--- config.mk ---
export PLATFORM = sky130hd
export DESIGN_NAME = ext_mem_loader
export DESIGN_NICKNAME = d
export VERILOG_FILES = /design/src/rtl/ext_mem_loader.sv
export SDC_FILE = /design/constraint.sdc
export NUM_CORES = 1
export LEC_CHECK = 0
export CELL_PAD_IN_SITES_DETAIL_PLACEMENT = 2
export CELL_PAD_IN_SITES_GLOBAL_PLACEMENT = 2
export CORE_MARGIN = 2
export CORE_UTILIZATION = 28
export DETAILED_ROUTE_END_ITERATION = 12
export PLACE_DENSITY_LB_ADDON = 0.1
export RECOVER_POWER = 50
export SLEW_MARGIN = 20
export SYNTH_ARGS = -nofsm -noshare
export SYNTH_HDL_FRONTEND = slang
export SYNTH_SLANG_ARGS = --single-unit
--- constraint.sdc ---
create_clock -name clk -period 8.3 [get_ports clk]
set_clock_uncertainty 0.1 [all_clocks]
set_input_delay 1.66 -clock clk [delete_from_list [all_inputs] [get_ports clk]]
set_output_delay 1.66 -clock clk [all_outputs]
set_load 0.02 [all_outputs]
--- src/rtl/ext_mem_loader.sv ---
// ext_mem_loader: loads imem/dmem images from a stream, runs the core, then dumps dmem.
module ext_mem_loader #(
  parameter int IMEM_WORDS = 512,
  parameter int DMEM_WORDS = 1024
) (
  input  logic        clk,
  input  logic        arst,
  input  logic        start,
  input  logic [10:0] imem_len,
  input  logic [10:0] dmem_len,
  input  logic [10:0] dump_len,
  input  logic [31:0] run_cycles,
  input  logic        in_valid,
  output logic        in_ready,
  input  logic [31:0] in_data,
  output logic        out_valid,
  input  logic        out_ready,
  output logic [31:0] out_data,
  output logic [31:0] addr_ext,
  output logic        wen_ext,
  output logic        ren_ext,
  output logic [31:0] wdata_ext,
  input  logic [31:0] rdata_ext,
  output logic [31:0] addr_ext_2,
  output logic        wen_ext_2,
  output logic        ren_ext_2,
  output logic [31:0] wdata_ext_2,
  input  logic [31:0] rdata_ext_2,
  output logic        cpu_enable,
  output logic        busy,
  output logic        done
);
  typedef enum logic [2:0] {IDLE, LOAD_I, LOAD_D, RUN, DUMP_RD, DUMP_CAP, DUMP_OUT, DONE} state_t;
  state_t r_state, w_next, w_first, w_after_i, w_after_d, w_after_r;
  logic [10:0] r_ilen, r_dlen, r_plen, r_idx, w_ilen, w_dlen, w_plen, w_len;
  logic [31:0] r_cnt, r_addr, r_wdata, r_addr2, r_wdata2, r_out, w_addr;
  logic        r_wen, r_wen2, w_start, w_load, w_hs, w_adv, w_last, w_unused;
  assign w_unused  = ^rdata_ext;
  assign w_ilen    = imem_len > 11'(IMEM_WORDS) ? 11'(IMEM_WORDS) : imem_len;
  assign w_dlen    = dmem_len > 11'(DMEM_WORDS) ? 11'(DMEM_WORDS) : dmem_len;
  assign w_plen    = dump_len > 11'(DMEM_WORDS) ? 11'(DMEM_WORDS) : dump_len;
  assign w_start   = start && (r_state == IDLE || r_state == DONE);
  assign w_load    = r_state == LOAD_I || r_state == LOAD_D;
  assign w_hs      = w_load && in_valid;
  assign w_adv     = w_hs || (r_state == DUMP_OUT && out_ready);
  assign w_len     = r_state == LOAD_I ? r_ilen : r_state == LOAD_D ? r_dlen : r_plen;
  assign w_last    = r_idx + 11'd1 == w_len;
  assign w_addr    = {19'd0, r_idx, 2'b00};
  assign w_after_r = r_plen != '0 ? DUMP_RD : DONE;
  assign w_after_d = r_cnt != '0 ? RUN : w_after_r;
  assign w_after_i = r_dlen != '0 ? LOAD_D : w_after_d;
  assign w_first   = w_ilen != '0 ? LOAD_I : w_dlen != '0 ? LOAD_D :
                     run_cycles != '0 ? RUN : w_plen != '0 ? DUMP_RD : DONE;
  always_comb begin
    w_next = r_state;
    case (r_state)
      IDLE, DONE: w_next = start ? w_first : r_state;
      LOAD_I:     w_next = w_hs && w_last ? w_after_i : r_state;
      LOAD_D:     w_next = w_hs && w_last ? w_after_d : r_state;
      RUN:        w_next = r_cnt == 32'd1 ? w_after_r : r_state;
      // a trailing dmem write from LOAD_D owns the port for one cycle
      DUMP_RD:    w_next = r_wen2 ? DUMP_RD : DUMP_CAP;
      DUMP_CAP:   w_next = DUMP_OUT;
      DUMP_OUT:   w_next = out_ready ? (w_last ? DONE : DUMP_RD) : r_state;
      default:    w_next = IDLE;
    endcase
  end
  always_ff @(posedge clk or posedge arst) begin
    if (arst) begin
      r_state  <= IDLE;
      r_ilen   <= '0;
      r_dlen   <= '0;
      r_plen   <= '0;
      r_idx    <= '0;
      r_cnt    <= '0;
      r_wen    <= 1'b0;
      r_wen2   <= 1'b0;
      r_addr   <= '0;
      r_wdata  <= '0;
      r_addr2  <= '0;
      r_wdata2 <= '0;
      r_out    <= '0;
    end else begin
      r_state <= w_next;
      if (w_start) begin
        r_ilen <= w_ilen;
        r_dlen <= w_dlen;
        r_plen <= w_plen;
        r_cnt  <= run_cycles;
      end else if (r_state == RUN) begin
        r_cnt <= r_cnt - 32'd1;
      end
      r_idx  <= (w_start || (w_adv && w_last)) ? '0 : w_adv ? r_idx + 11'd1 : r_idx;
      r_wen  <= w_hs && r_state == LOAD_I;
      r_wen2 <= w_hs && r_state == LOAD_D;
      if (w_hs && r_state == LOAD_I) begin
        r_addr  <= w_addr;
        r_wdata <= in_data;
      end
      if (w_hs && r_state == LOAD_D) begin
        r_addr2  <= w_addr;
        r_wdata2 <= in_data;
      end
      if (r_state == DUMP_CAP) r_out <= rdata_ext_2;
    end
  end
  assign in_ready    = w_load;
  assign out_valid   = r_state == DUMP_OUT;
  assign out_data    = r_out;
  assign addr_ext    = r_addr;
  assign wen_ext     = r_wen;
  assign ren_ext     = 1'b0;
  assign wdata_ext   = r_wdata;
  assign addr_ext_2  = r_state == DUMP_RD ? w_addr : r_addr2;
  assign wen_ext_2   = r_wen2;
  assign ren_ext_2   = r_state == DUMP_RD && !r_wen2;
  assign wdata_ext_2 = r_wdata2;
  assign cpu_enable  = r_state == RUN;
  assign busy        = r_state != IDLE && r_state != DONE;
  assign done        = r_state == DONE;
endmodule

Yosys cells after proc, flatten, opt, wreduce, memory -nomap -nowiden

Index checks and enable logic that the tools add are counted.

Register bits: 199
Bits in latches: 0
Bits in writable memories: 0
Bits in read-only memories: 0
Word-level logic and storage cells: 85
Memories kept: 0

$add $sub $neg: 2
$mul: 0
Div/mod/pow operators: 0
Magnitude comparators: 3
Equality and inequality tests: 15
Shift operators: 0
Multiplexer cells: 25
Bitwise logic cells: 0
Reduce and logical (&&, ||, !) cells: 27

Operator list:

| cell                                                                   | number |
|---|---|
| 11-bit 2-to-1 mux                                                      | 7 |
| 32-bit 2-to-1 mux                                                      | 2 |
| 32-bit nonzero test                                                    | 2 |
| 11-bit nonzero test                                                    | 5 |
| 32-bit by 1-bit equality test with 1-bit output, second input constant | 1 |
| 32-bit by 1-bit subtractor with 32-bit output, second input constant   | 1 |
| 3-bit 2-to-1 mux                                                       | 10 |
| 11-bit > comparator, second input constant                             | 2 |
| 3-bit case mux with 7 select lines                                     | 1 |
| 13-bit 2-to-1 mux                                                      | 1 |
| 3-bit equality test, second input constant                             | 4 |
| 11-bit by 1-bit adder with 11-bit output, second input constant        | 1 |
| 11-bit equality test                                                   | 1 |
| 11-bit by 10-bit > comparator with 1-bit output, second input constant | 1 |
| 1-bit logical AND                                                      | 9 |
| 2-bit by 1-bit != test with 1-bit output, second input constant        | 4 |
| 3-bit by 2-bit equality test with 1-bit output, second input constant  | 2 |
| 2-bit 2-to-1 mux                                                       | 3 |
| 5-bit AND reduction                                                    | 1 |
| 1-bit logical OR                                                       | 4 |
| 2-bit nonzero test                                                     | 2 |
| 3-bit by 1-bit equality test with 1-bit output, second input constant  | 1 |
| 3-bit zero test                                                        | 1 |
| 3-bit != test, second input constant                                   | 1 |
| 5 further kinds                                                        | 5 |

Depth between registers and ports, before layout

Depth in word-level cells: 9
Mapped depth: 12
Gate-level depth less buffers: 9

Least setup slack after synthesis

Ideal clock, no wire load.

Path kind: flip-flop to output port
Start point: reg r_state[2]
End point: out addr_ext_2[9]
Arrival time: 1928 ps
Required time: 6540 ps
Path slack: 4612 ps
Stages on the path, launching flop included: 7
Cell sequence: dfrtp_1 -> buf_6 -> clkbuf_1 -> clkbuf_1 -> nand3_1 -> clkbuf_1 -> o21ai_0

Cells in the longest elaborated chain, start to end: 2

RTL lines:

| element                  | RTL line | source |
|---|---|---|
| start: declaration       | 34       | `state_t r_state, w_next, w_first, w_after_i, w_after_d, w_after_r;` |
| start signal: assignment | 84       | `r_state <= w_next;` |
| 3-bit equality test      | 114      | `assign addr_ext_2 = r_state == DUMP_RD ? w_addr : r_addr2;` |
| 13-bit 2-to-1 mux        | 114      |  |
| end: declaration         | 24       | `output logic [31:0] addr_ext_2,` |

Every way passes these cells.

Final worst setup path

Start point: reg r_state[0]
End point: reg r_idx[2]

Cells in the longest elaborated chain, start to end: 7
Elaborated cells between the ends (all ways): 18
Those cells by class: eq/ne: 5; mux: 3; reduce/logical: 10

RTL lines:

| element                                                                                                                 | RTL line | source |
|---|---|---|
| 3-bit by 2-bit equality test with 1-bit output / 3-bit by 1-bit equality test with 1-bit output (equally long branches) | 43, 46   |  |
| 11-bit 2-to-1 mux / 1-bit logical OR (equally long branches)                                                            | 46, 43   |  |
| 11-bit 2-to-1 mux / 1-bit logical AND (equally long branches)                                                           | 46, 44   |  |
| 11-bit equality test / 1-bit logical OR (equally long branches)                                                         | 47, 45   |  |
| 1-bit logical AND                                                                                                       | 93       | `r_idx <= (w_start \|\| (w_adv && w_last)) ? '0 : w_adv ? r_idx + 11'd1 : r_idx;` |
| 1-bit logical OR                                                                                                        | 93       |  |
| 11-bit 2-to-1 mux / 2-bit nonzero test (equally long branches)                                                          | n/a      |  |
| end signal: assignment                                                                                                  | 93       |  |
| end: declaration                                                                                                        | 35       | `logic [10:0] r_ilen, r_dlen, r_plen, r_idx, w_ilen, w_dlen, w_plen, w_len;` |

Parallel ways exist; a longest one is shown, timed or not.
A chain may end at the register's enable or synchronous reset.

==> out/metrics.cfg <==
[status]
status=complete, but fails checks
failed_checks=capacitance limit, slew limit

[pwr]
swShare=0.398
p_sw_uw=2000
p_leak_uw=0.00544
p_int_uw=3020
vdd_ir_drop_max_mv=0.150
power.density_nw_per_um2=380
seqPwrFrac=0.341
pwr-share-comb=0.480
p_clk_frac=0.180

[floorplanning]
num_rows=68
dieWidth_um=191
start_util=0.283
io_pins=335
core_region_area_um2=34400
die-area_um2=36300
die_h_um=191

[grt]
top_usage_layer=met2
grt_max_degree=142
grt_usage=0.181
antenna_found_initial=1
grt_use_met1=0.219
first_global_vias=8512
grtUsageMet2=0.325
overflow=0
use_met3=0.0434
grt_pass1_wl_mm=50.5

[finish]
nFillCells=3714
final_nets=1291
syn_to_final_growth_pct=35.8
fin_util=0.385
antenna_cells=0
drive_gt1_frac=0.159
design_area_um2=13200

[synthesis]
synth.top_cells.by_count=dfrtp_1, mux2_2, nand2_1, buf_4, nor2_1
synthMostInstantiatedCell=dfrtp_1
synth.avg_cell_area_um2=11.0
ys_top_cells_by_area=dfrtp_1, mux2_2, buf_4, nand2_1, o21ai_0
ys_ff_latch=199
yosys.cell_types.count=67
synth_area_um2=9740
synth_top_area_cell=dfrtp_1
async_flop_share=1.00
yosysWarningCount=0
synth-main-ff-cell=dfrtp_1
synth-edff-count=0
yosys.area.top_type_share=0.511
seq_area_frac_synth=0.511
syn_inst=883

[drt]
num_vias=7816
antenna_left=0
vias_per_cell=4.92
first_pass_iters=4
drc=0
drt-wirelength-per-cell_um=20.3
drt_wl_total_mm=32.3
drt_iter0_markers=233

[timing]
rsz0062_at_grt=false
finalSetupViolations=0
hold_violations=0
tightest_slew_ps=3020
fin_crit_sh=0.716
slew_headroom=-1.03
min_period_ps=5940
final-max-slew-violation-count=234
fin_setup_tns_ps=0
max_freq_mhz=168

[placement]
post_dp_cell_area_um2=12600
io_buffer_count=259
gp_routability_congestion=0.748
dpl.hpwl_mm=23.6

[clock_network]
cts-root-buf=clkbuf_16
cts_max_level=4
cts_setup_buffers=0
path_clk_slew_ps=70
cts_resized=0
clockBufferDepth=2
cts_made_buffers=17
cts_hold_buf=0
clock_insertion_delay_worst_skew_ps=440
cts_tree=done
cts.sinks=199

[run]
maxCapViolations=6

[hold_path]
holdPathStages=2
hold_class=register to register

[worst_setup_path]
cp.arrival_ps=6230
worstSetupEndpointType=register
ff2ff_path_depth=6
r2r_setup_slack_ps=2360
cp.required_ps=8590
critPathKind=register to register
path_max_fanout=50
start_kind=register

critical path, cell delays in order, from the launching register on:
cell and delay, ps:
dfrtp_1 850, nor2_1 200, o21ai_0 2290, clkbuf_1 1520
nand2b_1 520, o211ai_1 240, o21a_1 140
metrics by stage:
stage               instances  hold slack, ps  setup slack (ps)  power, uW
finish                   1590             376              2360       5020
global route             1590             419              1650       5370
CTS                      1590             382              3000       5090
detailed placement       1558             365              3500       4150
global placement         1558             360              3540       4090
floorplan                 925             342              1110       3100
sequential cells by signal, indices dropped and copies added (netlist names):
| name | cells |
|---|---|
| addr_ext | 11 |
| out_data | 32 |
| r_addr2 | 11 |
| r_cnt | 32 |
| r_dlen | 11 |
| r_idx | 11 |
| r_ilen | 11 |
| r_plen | 11 |
| r_state | 3 |
| wdata_ext | 32 |
| wdata_ext_2 | 32 |
| wen_ext | 1 |
| wen_ext_2 | 1 |
per-layer routing:
layer  up-vias  routed length, um
li1       3598                  -
met4         0                350
met1      4046              13400
met2       156              17100
met3        16               1430
met5         -                  0
path summary, 6_finish.rpt:
check                                            start                       end
worst max-delay path            r_state[0]$_DFFE_PP0P_      r_idx[2]$_DFFE_PP0P_
worst min-delay path             r_ilen[9]$_DFFE_PP0P_     r_ilen[9]$_DFFE_PP0P_
worst max register to register  r_state[0]$_DFFE_PP0P_      r_idx[2]$_DFFE_PP0P_
worst min register to register   r_ilen[9]$_DFFE_PP0P_     r_ilen[9]$_DFFE_PP0P_
max in group asynchronous                         arst     r_plen[1]$_DFFE_PP0P_
min in group asynchronous                         arst  out_data[24]$_DFFE_PP0P_
power by group through the flow:
stage	Clock (uW)	Combinational, uW	Sequential, uW
2_1_floorplan	0	1160	1940
3_3_place_gp	0	2370	1710
5_1_grt	971	2610	1780
6_report	901	2410	1710
3_5_place_dp	0	2420	1730
4_1_cts	935	2430	1720
logic make-up after synthesis:
| kind of cell | share of synthesized area |
|---|---|
| multiplexers | 0.151 |
| XOR/XNOR | 0.0117 |
| AO/OA/AOI/OAI | 0.123 |
| other | 0.000385 |
| flip-flops | 0.511 |
| buffers and inverters | 0.0602 |
| AND/OR/NAND/NOR | 0.138 |
| adder cells (fa/ha/maj) | 0.00385 |
layout by cell type (no fill, tap or decap), types with 12 or more instances in the layout:
cell type        instances
clkdlybuf4s50_1        255
mux2_2                 128
nor3_1                  17
nand2_1                 77
a22o_1                  18
a21oi_1                 26
dfrtp_1                199
nor4_1                  31
o21ai_0                 42
o211ai_1                16
nand2b_1                23
clkbuf_16               17
nand3_1                 20
nor2_1                  42
o22ai_1                 12
conb_1                  43
final cells by class:
cell class / count / area [um^2] / area share
well taps: 455 / 569 / 0.0430
flip-flops and latches: 199 / 4980 / 0.376
inverters: 13 / 56.3 / 0.00426
clock buffers: 20 / 457 / 0.0345
multi-input cells: 623 / 4360 / 0.329
repair buffers: 268 / 2640 / 0.200
clock inverters: 12 / 166 / 0.0126
(Power assumes the default switching activity.)
